--- src/rtl/match_window_counter.sv ---
// Counts 1010-detector matches over fixed windows of enabled cycles and
// reports each closed window's count on a valid/ready interface.
module match_window_counter #(
  parameter int CNT_W   = 8,
  parameter int WIN_LEN = 16,
  parameter int WIN_W   = 16
) (
  input  logic             clk,
  input  logic             rst_n,
  input  logic             en,
  input  logic             clr,
  input  logic             match_in,
  output logic [CNT_W-1:0] cnt_data,
  output logic             cnt_sat,
  output logic             cnt_valid,
  input  logic             cnt_ready,
  output logic             overrun
);

  typedef enum logic {
    EMPTY = 1'b0,
    FULL  = 1'b1
  } rpt_state_e;

  localparam logic [CNT_W-1:0] CNT_MAX  = '1;
  localparam logic [WIN_W-1:0] WIN_LAST = WIN_W'(WIN_LEN - 1);

  logic [WIN_W-1:0] win_cnt;
  logic [WIN_W-1:0] win_cnt_nx;
  logic [CNT_W-1:0] acc;
  logic [CNT_W-1:0] acc_nx;
  logic             acc_sat;
  logic             acc_sat_nx;

  logic [CNT_W-1:0] fin;
  logic             fin_sat;
  logic             acc_full;
  logic             bump;
  logic             close;
  logic             accept;

  rpt_state_e       state;
  rpt_state_e       state_nx;
  logic [CNT_W-1:0] data_nx;
  logic             sat_nx;
  logic             ovr_nx;

  assign close    = en & (win_cnt == WIN_LAST);
  assign accept   = (state == FULL) & cnt_ready;
  assign acc_full = (acc == CNT_MAX);
  assign bump     = match_in & ~acc_full;

  // Saturating add of this cycle's sample; also the close-time result.
  assign fin      = bump ? acc + CNT_W'(1) : acc;
  assign fin_sat  = acc_sat | (match_in & acc_full);

  always_comb begin
    win_cnt_nx = win_cnt;
    acc_nx     = acc;
    acc_sat_nx = acc_sat;
    if (en) begin
      if (close) begin
        win_cnt_nx = '0;
        acc_nx     = '0;
        acc_sat_nx = 1'b0;
      end else begin
        win_cnt_nx = win_cnt + WIN_W'(1);
        acc_nx     = fin;
        acc_sat_nx = fin_sat;
      end
    end
  end

  always_comb begin
    state_nx = state;
    data_nx  = cnt_data;
    sat_nx   = cnt_sat;
    ovr_nx   = overrun;
    unique case (state)
      EMPTY: begin
        if (close) begin
          state_nx = FULL;
          data_nx  = fin;
          sat_nx   = fin_sat;
        end
      end
      FULL: begin
        unique case (1'b1)
          close & accept: begin
            data_nx = fin;
            sat_nx  = fin_sat;
          end
          close & ~accept: begin
            ovr_nx = 1'b1;
          end
          ~close & accept: begin
            state_nx = EMPTY;
          end
          default: begin
            state_nx = FULL;
          end
        endcase
      end
      default: begin
        state_nx = EMPTY;
      end
    endcase
  end

  always_ff @(posedge clk or negedge rst_n) begin
    if (!rst_n) begin
      win_cnt  <= '0;
      acc      <= '0;
      acc_sat  <= 1'b0;
      state    <= EMPTY;
      cnt_data <= '0;
      cnt_sat  <= 1'b0;
      overrun  <= 1'b0;
    end else if (clr) begin
      win_cnt  <= '0;
      acc      <= '0;
      acc_sat  <= 1'b0;
      state    <= EMPTY;
      cnt_data <= '0;
      cnt_sat  <= 1'b0;
      overrun  <= 1'b0;
    end else begin
      win_cnt  <= win_cnt_nx;
      acc      <= acc_nx;
      acc_sat  <= acc_sat_nx;
      state    <= state_nx;
      cnt_data <= data_nx;
      cnt_sat  <= sat_nx;
      overrun  <= ovr_nx;
    end
  end

  assign cnt_valid = (state == FULL);

endmodule

--- config.mk ---
export PLATFORM = sky130hd
export DESIGN_NAME = match_window_counter
export DESIGN_NICKNAME = d
export VERILOG_FILES = /design/src/rtl/match_window_counter.sv
export SDC_FILE = /design/constraint.sdc
export NUM_CORES = 1
export LEC_CHECK = 0
export BUFFER_PORTS_ARGS = -buffer_cell sky130_fd_sc_hd__buf_2
export CORE_MARGIN = 8
export CORE_UTILIZATION = 63
export DETAILED_ROUTE_END_ITERATION = 8
export GPL_ROUTABILITY_DRIVEN = 0
export MAX_ROUTING_LAYER = met4
export PLACE_DENSITY = 0.82
export SYNTH_ARGS = -nofsm -noshare
export SYNTH_HDL_FRONTEND = slang
export SYNTH_SLANG_ARGS = --single-unit
--- constraint.sdc ---
create_clock -name clk -period 3.1 [get_ports clk]
set_input_delay 0.155 -clock clk [delete_from_list [all_inputs] [get_ports clk]]
set_output_delay 0.155 -clock clk [all_outputs]
set_load 0.02 [all_outputs]
==> Yosys cells after proc, flatten, opt, wreduce, memory -nomap -nowiden <==
Index checks and enable logic that the tools add are counted.
{ "op_classes": {"bitwise": 12, "n_shift": 0, "n_mul": 0, "mux": 25, "n_div": 0, "magnitude_cmp": 0, "addsub": 2, "n_eq_ne": 4, "reduce_logical": 5} }
{ "ops": {"columns": ["cell", "count"], "rows": [
  ["8-bit 2-to-1 mux", 7],
  ["16-bit 2-to-1 mux", 3],
  ["16-bit by 1-bit adder with 16-bit output (second input constant)", 1],
  ["16-bit by 4-bit equality test with 1-bit output (second input constant)", 1],
  ["8-bit one-hot mux with 2 select lines", 1],
  ["1-bit 2-to-1 mux", 12],
  ["8-bit by 1-bit adder with 8-bit output (second input constant)", 1],
  ["8-bit equality test (second input constant)", 1],
  ["1-bit AND", 7],
  ["2-bit nonzero test", 3],
  ["1-bit inverter", 4],
  ["1-bit one-hot mux with 2 select lines", 2],
  ["2-bit AND reduction", 2],
  ["3-bit by 2-bit inequality test with 1-bit output (second input constant)", 1],
  ["3-bit inequality test (second input constant)", 1],
  ["1-bit OR", 1]
]} }
{ "word_totals": {"wordCells": 55, "ramBits": 0, "n_memories": 0, "romBits": 0, "input_bits": 6, "latchBits": 0, "out_inout_bits": 11, "ff_bits": 36} }

==> Longest topological paths before layout <==
Gate-level depths: netlist of run 1.
{ "depth": {"depth_word": 7, "depth_mapped": 6, "ltp_nobuf": 5} }

==> Worst setup path after synthesis of run 1 <==
Ideal clock, no wire load.
{ "synth_path": {"path_type": "register to register", "from": "reg win_cnt[0]", "to": "reg acc[1]", "arrival_time_ns": 1.788, "path_stages_with_launch": 7, "setup_time_ns": 0.083, "required_time_ns": 3.017, "setup_slack_ns": 1.230, "path_buffers": 1, "synth_period_minus_slack_ns": 1.870, "cell_sequence": "dfrtp_1 -> ha_1 -> and4bb_2 -> and4_1 -> buf_2 -> or4_1 -> o21ai_0"} }
{ "synth_between": {"elab_chain_len": 5} }
{ "synth_lines": {"columns": ["element", "line", "source"], "rows": [
  ["start, declared", "28", "logic [WIN_W-1:0] win_cnt;"],
  ["start signal, assigned", "128", "win_cnt <= win_cnt_nx;"],
  ["16-bit by 4-bit equality test with 1-bit output", "48", "assign close = en & (win_cnt == WIN_LAST);"],
  ["1-bit AND", "48", null],
  ["8-bit 2-to-1 mux", "62", "if (close) begin"],
  ["8-bit 2-to-1 mux", "61", "if (en) begin"],
  ["8-bit 2-to-1 mux", "119", "end else if (clr) begin"],
  ["end signal, assigned", "129", "acc <= acc_nx;"],
  ["end, declared", "30", "logic [CNT_W-1:0] acc;"]
]} }
No other way between the ends. The select of a mux whose other input is x is not followed.
A chain may end at the register's enable or synchronous reset.

==> Worst setup path in the final report of run 1 <==
{ "layout_path": {"from": "reg win_cnt[0]", "to": "reg cnt_data[6]"} }
{ "layout_between": {"elab_chain_len": 5, "word_cells_on_any_way": 6, "cone_classes": "eq/ne (3); bitwise (2); reduce/logical (1)"} }
{ "layout_lines": {"columns": ["element", "line", "source"], "rows": [
  ["16-bit by 4-bit equality test with 1-bit output *", "48", null],
  ["1-bit AND *", "48", null],
  ["1-bit AND", "89", "close & accept: begin"],
  ["3-bit by 2-bit inequality test with 1-bit output (no line)", null, null],
  ["2-bit AND reduction (no line) *", null, null],
  ["end signal, assigned", "132", "cnt_data <= data_nx;"],
  ["end, declared", "13", "output logic [CNT_W-1:0] cnt_data,"]
]} }
Every way passes the cells marked *; elsewhere a longest branch is shown, timed or not.

==> results of run 1 <==
power by group through the flow:
stage | clock network, mW | logic, mW | registers (mW)
2_1_floorplan | 0 | 0.0298 | 0.486
3_3_place_gp | 0 | 0.0452 | 0.489
3_5_place_dp | 0 | 0.0466 | 0.490
4_1_cts | 0.338 | 0.0476 | 0.480
5_1_grt | 0.350 | 0.0536 | 0.481
6_report | 0.330 | 0.0474 | 0.481
logic make-up (layout without fill, tap and decap cells):
group | count (synthesis) | count (layout)
fa+ha+maj | 2 | 2
flops | 36 | 36
simple gates | 79 | 79
compound gates | 55 | 55
mux | 3 | 3
xor+xnor | 13 | 13
buf+inv | 13 | 29
how the worst min path moves through the flow:
stage | startpoint | to | slack, ns | cells past startpoint
floorplan | rst_n | acc[0]$_DFFE_PN0P_ | -0.14 | 0
global placement | rst_n | acc[5]$_DFFE_PN0P_ | 0.27 | 1
detailed placement | rst_n | cnt_data[7]$_DFFE_PN0P_ | 0.27 | 1
CTS | en | acc[4]$_DFFE_PN0P_ | 0.13 | 2
global route | en | acc[4]$_DFFE_PN0P_ | 0.16 | 2
finish | en | acc[4]$_DFFE_PN0P_ | 0.15 | 2
layer usage:
metal	routed length (µm)	up-vias	track usage, %
met3	309	8	5.579
met5	0	-	-
li1	-	778	-
met1	1807	817	20.73
met2	2207	72	30.20
met4	74	0	7.483
cell usage after synthesis, drive strengths merged, types with 2 or more instances:
| cell | number | share of area [%] |
|---|---|---|
| nor4 | 3 | 1.6 |
| a21oi | 17 | 4.4 |
| inv | 3 | 0.58 |
| nand2b | 7 | 2.3 |
| ha | 2 | 1.3 |
| nand2 | 10 | 1.9 |
| nor2b | 2 | 0.64 |
| dfrtp | 36 | 46 |
| o2111ai | 3 | 1.4 |
| buf | 5 | 1.4 |
| a211oi | 6 | 2.3 |
| mux2i | 2 | 1.0 |
| nor2 | 20 | 3.9 |
| and4bb | 2 | 1.3 |
| xor2 | 4 | 1.8 |
| o21ai | 8 | 2.1 |
| and4 | 3 | 1.4 |
| nand3 | 9 | 2.3 |
| clkbuf | 5 | 0.97 |
| a31oi | 5 | 1.6 |
| a41oi | 2 | 0.90 |
| or4 | 2 | 0.77 |
| o211ai | 4 | 1.5 |
| xnor2 | 9 | 4.1 |
| nand4 | 7 | 2.6 |
| nor3 | 7 | 1.8 |
| a22o | 3 | 1.4 |
layout make-up:
class	instances	area (µm²)
Tap cell	33	41.29
Inverter	3	11.26
Multi-Input combinational cell	152	985.9
Clock buffer	5	37.54
Timing Repair Buffer	18	97.59
Sequential cell	36	900.9
Fill cell	236	885.9
Clock inverter	3	42.54
through the flow:
| step | total power, mW | std cells | util [%] | setup WS [ns] | instance area [µm²] |
|---|---|---|---|---|---|
| floorplan | 0.5160 | 201 | - | 1.230 | 1944 |
| CTS | 0.8661 | 250 | 70.50 | 1.083 | 2117 |
| global route | 0.8847 | 250 | 70.50 | 0.9630 | 2117 |
| global placement | 0.5339 | 241 | 67.50 | 1.190 | 2027 |
| detailed placement | 0.5362 | 241 | 67.50 | 1.103 | 2027 |
| finish | 0.8582 | 250 | 70.50 | 1.078 | 2117 |
sequential cells by signal, indices dropped and copies added (netlist names):
name,count
acc,8
acc_sat,1
cnt_data,8
cnt_sat,1
cnt_valid,1
overrun,1
win_cnt,16
critical path, delay by kind of cell (launching register included):
family / cells / cell delay, ns
DFF: 1 / 0.42
and+or+nand+nor: 3 / 1.08
AOI/OAI and AO/OA: 1 / 0.16
adders and majority gates: 1 / 0.30
==> run metrics, run 1 <==
WP data required=3.38 ns; worst r2r src=win_cnt[0]$_DFFE_PN0P_; Tmin final=2.022 ns; CP arrival=2.31 ns; most frequent cells in the layout=dfrtp_1, nor2_1, a21oi_1, buf_2, nand2_1; Post-Syn Instances=201; syn avg cell area=9.673 µm²; simple-gate share of the synthesized area=about a quarter; grt ovf=0; CP Class=reg2reg; Root Driver=clkbuf_4; post-synthesis adder-cell area fraction=1.287%; drt total wl=4.399 mm; Max Cap Violations=0; unrepaired setup endpoints after global routing=no; max frequency=494.5 MHz; critical-path maximum fanout=10; final hold vios=0; Synth Flop Type=dfrtp_1; Clk Latency, worst-skew pair=roughly 0.35 ns; Post-Synth XOR/XNOR Area=between 5 and 6%; clk slew on worst S/H paths=approximately 0.11 ns; vias in the first global route=between 1500 and 2000; setup TNS=0 ns; Final ANT Viol Nets=0; Starting Density=64.75%; asr flop ratio synth=between 90% and 100%; full die area=5120 µm²; clock sinks=36; Port Buf Inserts=16; CP max-delay cell=or4b_1; crit end category=register; Seq pwr share=roughly 56%; via count=between 1500 and 2000; post-CTS resize count=0; Layout area overhead=8.880%; Worst Reg2Reg Path Length in Cells=5; maximum number of pins on one net before global-route repair=37; Post-DP HPWL=between 3 and 4 mm; Syn Nets=209; TritonCTS Buffers=5; hold crit path type=in2reg; switching portion of total power=23.45%; WL/cell=17.60 µm; IO Pins=17; clock power share=between 30% and 40%; first drt pass iteration count=4; Ant. Diodes=0; status=finished, final reports clean; Die Ht=~72 µm; Yosys cell types=between 40 and 50; H-tree levels=2; relative slew slack=48.71%; FF-to-FF setup slack=about 1.1 ns; Remaining DRCs=0; Hold Slack=0.1489 ns; CTS tree=done; chip width=71.56 µm; Worst Setup EP=cnt_data[6]$_DFFE_PN0P_; yosys warns=0; first-pass GRT wire length=7.265 mm; crit-path max cell delay=0.56 ns; number of flops mapped to enable cells by yosys=0; crit-path cells=ha_1 -> and4bb_2 -> nand4_2 -> or4b_1 -> a21oi_1; Mapped Area=1944 µm²; row cnt=20; mux cell area share after synthesis=around 1.6%; DR iter-0 viols=151; IR drop worst, VDD=approximately 0.27 mV; main combinational cell family by area after synthesis=simple AND/OR/NAND/NOR gates; final setup fails=0; CTS max path bufs=2; clk_skew=0.007143 ns; layout cells sized above 1=between 10% and 20%; vias per inst=6.700; PD cells=405.4 nW/µm²; Synth Register Bits=36; NetSw=just over 0.2 mW; final-stage net count=224; Post-CTS Hold Buffers=1; sequential fraction of the synthesis area=46.33%; Slew @ Worst Pin=0.7693 ns; compound-cell area share of the yosys netlist=18.53%; Core ar.=3003 µm²; worst r2r dst=cnt_data[6]$_DFFE_PN0P_; Pint=0.6570 mW; Setup crit start kind=register; Slew Limit Fails=0; total track usage=between 10% and 20%; Setup Fix Bufs, Post-CTS=0; Leak=approximately 0.92 nW; fin crit share=65.23%; most common cell after layout, fill and taps aside=dfrtp_1; Gate power share=5.5%; Critical path origin=win_cnt[0]$_DFFE_PN0P_; antenna violations before repair=0
Note: power is estimated with default switching activity, not from simulation.
==> run 2: changes to the inputs <==
- CORE_UTILIZATION: 63 -> 53
- PLACE_DENSITY: 0.82 -> 0.73
- clock period: 3.1 -> 1.8 ns (I/O delays scaled with it)
==> run metrics, run 2 (synthesis gave the netlist of run 1 again) <==
CP Class=reg2reg; hold crit path type=in2reg; drt total wl=4.825 mm; critical-path maximum fanout=4; full die area=5863 µm²; final instance area=2386 µm²; Starting Density=around 54%; Post-Layout Cell Count=just under 300; clk slew on worst S/H paths=0.07 ns; clk_skew=between 0.008 and 0.009 ns; crit-path cells=nor4_4 -> buf_4 -> nand4_2 -> or4b_1 -> a21oi_1; crit-path max cell delay=0.52 ns; crit end category=register; most common cell after layout, fill and taps aside=dfrtp_1; final hold vios=0; relative slew slack=between 40% and 50%; Tmin final=1.745 ns; DR iter-0 viols=135; Leak=1.060 nW; WP buf/inv=1; via count=1746; placed cell area=2228 µm²; Core ar.=3606 µm²; grt ovf=0; final setup fails=0; Worst Hold End=cnt_data[0]$_DFFE_PN0P_; worst r2r src=win_cnt[6]$_DFFE_PN0P_; Ant. Diodes=0; Hold Slack=between 0.1 and 0.15 ns; Max Cap Violations=0; vias in the first global route=between 1500 and 2000; Final ANT Viol Nets=0; largest registers=win_cnt x16, acc x8, cnt_data x8; Die Ht=76.57 µm; CP arrival=1.96 ns; max frequency=~570 MHz; Worst Hold Launch=clr; final-stage net count=248; PD cells=683.4 nW/µm²; antenna violations before repair=0; Clk Latency, worst-skew pair=around 0.29 ns; worst r2r dst=cnt_data[6]$_DFFE_PN0P_; Port Buf Inserts=16; cell family with most CP delay=simple AND/OR/NAND/NOR gates; clock sinks=36; Placed Cells=280; total track usage=between 10% and 20%; row cnt=22; maximum number of pins on one net before global-route repair=37; Setup crit start kind=register; layout cells sized above 1=between 20% and 30%; Layout area overhead=22.72%; fin util=66.17%; fin crit share=a little over nine tenths; setup TNS=0 ns; TritonCTS Buffers=5; chip width=~77 µm; Remaining DRCs=0; Slew @ Worst Pin=0.8135 ns; CP max-delay cell=or4b_1; Slew Limit Fails=0; Post-DP HPWL=3.542 mm; H-tree levels=2; first-pass GRT wire length=around 8.6 mm; CTS tree=done; IR drop worst, VDD=0.5188 mV; unrepaired setup endpoints after global routing=yes; vias per inst=6.042; Largest Register=win_cnt; WP data required=2.02 ns; IO Pins=17; max reg flops=16; Hold Path Depth=2; Worst Reg2Reg Path Length in Cells=5; Root Driver=clkbuf_8; WL/cell=16.70 µm; status=finished, final reports clean; FF-to-FF setup slack=~0.055 ns; first drt pass iteration count=4; Setup Fix Bufs, Post-CTS=0; most frequent cells in the layout=dfrtp_1, buf_4, nor2_1, a21oi_1, buf_2; CTS max path bufs=2
## run 2: cell types whose count changed in the layout (fill, tap and decap cells not counted), sizes merged
cell | previous run | this run
clkinvlp | 1 | 0
clkbuf | 5 | 6
buf | 17 | 41
## run 2: worst max path at each step
stage	depth (start not counted)	slack, ns	start	end
after floorplan	6	-0.0007	win_cnt[1]$_DFFE_PN0P_	win_cnt[13]$_DFFE_PN0P_
after global placement	5	0.08	win_cnt[12]$_DFFE_PN0P_	cnt_data[6]$_DFFE_PN0P_
after detailed placement	5	0.04	win_cnt[6]$_DFFE_PN0P_	cnt_data[6]$_DFFE_PN0P_
after CTS	5	0.01	win_cnt[12]$_DFFE_PN0P_	cnt_data[6]$_DFFE_PN0P_
after global routing	5	0.0004	win_cnt[11]$_DFFE_PN0P_	win_cnt[15]$_DFFE_PN0P_
final	5	0.06	win_cnt[6]$_DFFE_PN0P_	cnt_data[6]$_DFFE_PN0P_
## run 2: power breakdown
group	switching, mW	leakage [nW]	total [mW]	internal (mW)
clock network	0.290	0.0552	0.701	0.411
logic	0.0688	0.508	0.109	0.0401
registers	0.00522	0.497	0.821	0.816
## run 2: final cells by class
class	count	area (µm²)
multi-input cells	152	1026
fillers	305	1220
inverters	3	11.26
well taps	48	60.06
clock inverters	2	35.03
repair buffers	42	277.8
clock buffers	6	72.57
flip-flops and latches	36	903.4
## run 2: through the flow
stage	power (mW)	setup WS [ns]
after CTS	1.649	0.01210
after detailed placement	0.9428	0.04399
final	1.631	0.05511
after global placement	0.9383	0.08469
after floorplan	0.8893	-0.0006730
after global routing	1.690	0.0003935
## run 2: timing repair
item                       4_1_cts  5_1_grt
hold buffers                     1        0
setup endpoints to repair        0       11
hold endpoints to repair        36        0
resized for setup                0        8
## run 2: per-layer routing
layer,GRT usage (%),vias to the layer above,wire (µm)
met5,-,-,0
met3,4.599,13,247
met2,29.82,57,2393
li1,-,827,-
met4,6.538,0,112
met1,20.84,849,2070
==> run 3: changes to the inputs <==
--- a/config.mk
+++ b/config.mk
@@ -10,2 +10,3 @@
 export CORE_UTILIZATION = 53
+export CTS_CLUSTER_SIZE = 30
 export DETAILED_ROUTE_END_ITERATION = 8
==> constraint.sdc (replaced) <==
create_clock -name clk -period 1.8 [get_ports clk]
set_input_delay 0.36 -clock clk [delete_from_list [all_inputs] [get_ports clk]]
set_output_delay 0.36 -clock clk [all_outputs]
set_load 0.02 [all_outputs]
==> run metrics, run 3 (synthesis gave the netlist of run 1 again) <==
first-pass GRT wire length=~8.5 mm; register area=903.4 µm²; CTS tree=done; Slew @ Worst Pin=0.5091 ns; Pint=1.202 mW; Post-Place Worst Slack=approximately 0.046 ns; Final ANT Viol Nets=0; max frequency=about 560 MHz; WP buf/inv=1; Post-DP HPWL=between 3 and 4 mm; total track usage=18.21%; DR iter-0 viols=147; WL/cell=17.55 µm; clock sinks=36; antenna violations before repair=0; PnR worst setup slack=about 0.021 ns; Setup crit start kind=register; Tmin final=1.779 ns; maximum number of pins on one net before global-route repair=37; CTS max path bufs=2; Hold Slack=0.1066 ns; Die Ht=76.57 µm; Slew Limit Fails=0; final-stage net count=251; relative slew slack=between 60% and 70%; final setup fails=0; layout cells sized above 1=about a quarter; Remaining DRCs=0; Worst Reg2Reg Path Length in Cells=5; Max Cap Violations=0; max reg flops=16; vias per inst=6.151; NetSw=around 0.36 mW; PD cells=649.9 nW/µm²; grt ovf=0; final hold vios=0; Core ar.=3606 µm²; first drt pass iteration count=4; crit-path max cell delay=between 0.5 and 0.6 ns; critical-path maximum fanout=4; WP data required=2.01 ns; status=finished, final reports clean; drt total wl=5.108 mm; via count=roughly 1800; hold crit path type=in2async; Clk Latency, worst-skew pair=0.29 ns; row cnt=22; most frequent cells in the layout=dfrtp_1, buf_4, nor2_1, a21oi_1, buf_2; IO Pins=17; most common cell after layout, fill and taps aside=dfrtp_1; Leak=1.076 nW; H-tree levels=2; crit end category=register; worst r2r dst=cnt_data[6]$_DFFE_PN0P_; IR drop worst, VDD=roughly 0.52 mV; Starting Density=between 50% and 60%; Gate power share=7.4%; CP max-delay cell=or4b_1; FF-to-FF setup slack=approximately 0.021 ns; chip width=approximately 77 µm; Multi-input gate area=between 1000 and 1500 µm²; Port Buf Inserts=16; Seq pwr share=52.6%; largest registers=win_cnt x16, acc x8, cnt_data x8; Layout area overhead=23.49%; Fillers=297; Root Driver=clkbuf_8; Largest Register=win_cnt; CP arrival=approximately 2.0 ns; CP Class=reg2reg; cell family with most CP delay=simple AND/OR/NAND/NOR gates; vias in the first global route=1777; worst r2r src=win_cnt[5]$_DFFE_PN0P_; crit-path cells=nor4_4 -> buf_4 -> nand4_2 -> or4b_1 -> a21oi_1; switching portion of total power=between 20 and 25%; Ant. Diodes=0; clock power share=40.0%; clk slew on worst S/H paths=0.07 ns; TritonCTS Buffers=5; clk_skew=0.002119 ns; fin crit share=98.84%; full die area=5863 µm²
-- run 3: area by class of cell --
class	instances	share of cell area, %
multi-input cells	152	42.31
flip-flops and latches	36	37.62
repair buffers	45	13.08
clock buffers	7	4.013
well taps	48	2.501
inverters	3	0.4690
-- run 3: worst max path at each step --
stage	startpoint	endpoint	slack, ns	cells past startpoint
after floorplan	win_cnt[1]$_DFFE_PN0P_	win_cnt[13]$_DFFE_PN0P_	-0.0007	6
after global placement	win_cnt[12]$_DFFE_PN0P_	cnt_data[6]$_DFFE_PN0P_	0.09	5
after detailed placement	win_cnt[5]$_DFFE_PN0P_	win_cnt[15]$_DFFE_PN0P_	0.05	4
after CTS	win_cnt[10]$_DFFE_PN0P_	cnt_sat$_DFFE_PN0P_	0.01	6
after global routing	win_cnt[5]$_DFFE_PN0P_	cnt_data[6]$_DFFE_PN0P_	-0.03	5
final	win_cnt[5]$_DFFE_PN0P_	cnt_data[6]$_DFFE_PN0P_	0.02	5
-- run 3: stage by stage --
stage	TNS, ns	cell area [µm²]	power (mW)	util (%)	cells
global route	-0.03146	2401	1.616	66.59	291
floorplan	-0.0006730	1953	0.8893	-	201
detailed placement	0	2256	0.9513	62.56	282
CTS	0	2352	1.564	65.23	289
global placement	0	2256	0.9461	62.56	282
finish	0	2401	1.560	66.59	291
-- run 3: power groups by stage --
| stage | Sequential [mW] | Combinational [mW] | Clock [mW] |
|---|---|---|---|
| after global placement | 0.836 | 0.110 | 0 |
| after CTS | 0.821 | 0.116 | 0.627 |
| after global routing | 0.821 | 0.128 | 0.666 |
| after detailed placement | 0.837 | 0.115 | 0 |
| after floorplan | 0.838 | 0.0518 | 0 |
| final | 0.821 | 0.115 | 0.624 |
-- run 3: timing repair --
action,CTS,global route
endpoints found under the setup margin,0,12
resized for setup,0,7
hold buffers,0,0
setup buffers,0,2
-- run 3: routing by layer --
layer | global-route usage, % | vias to the layer above | part of all wire, %
met5 | - | - | 0
met4 | 8.077 | 0 | 1.7
met3 | 5.425 | 11 | 5.4
met2 | 29.13 | 67 | 53
met1 | 20.60 | 875 | 40
li1 | - | 837 | -
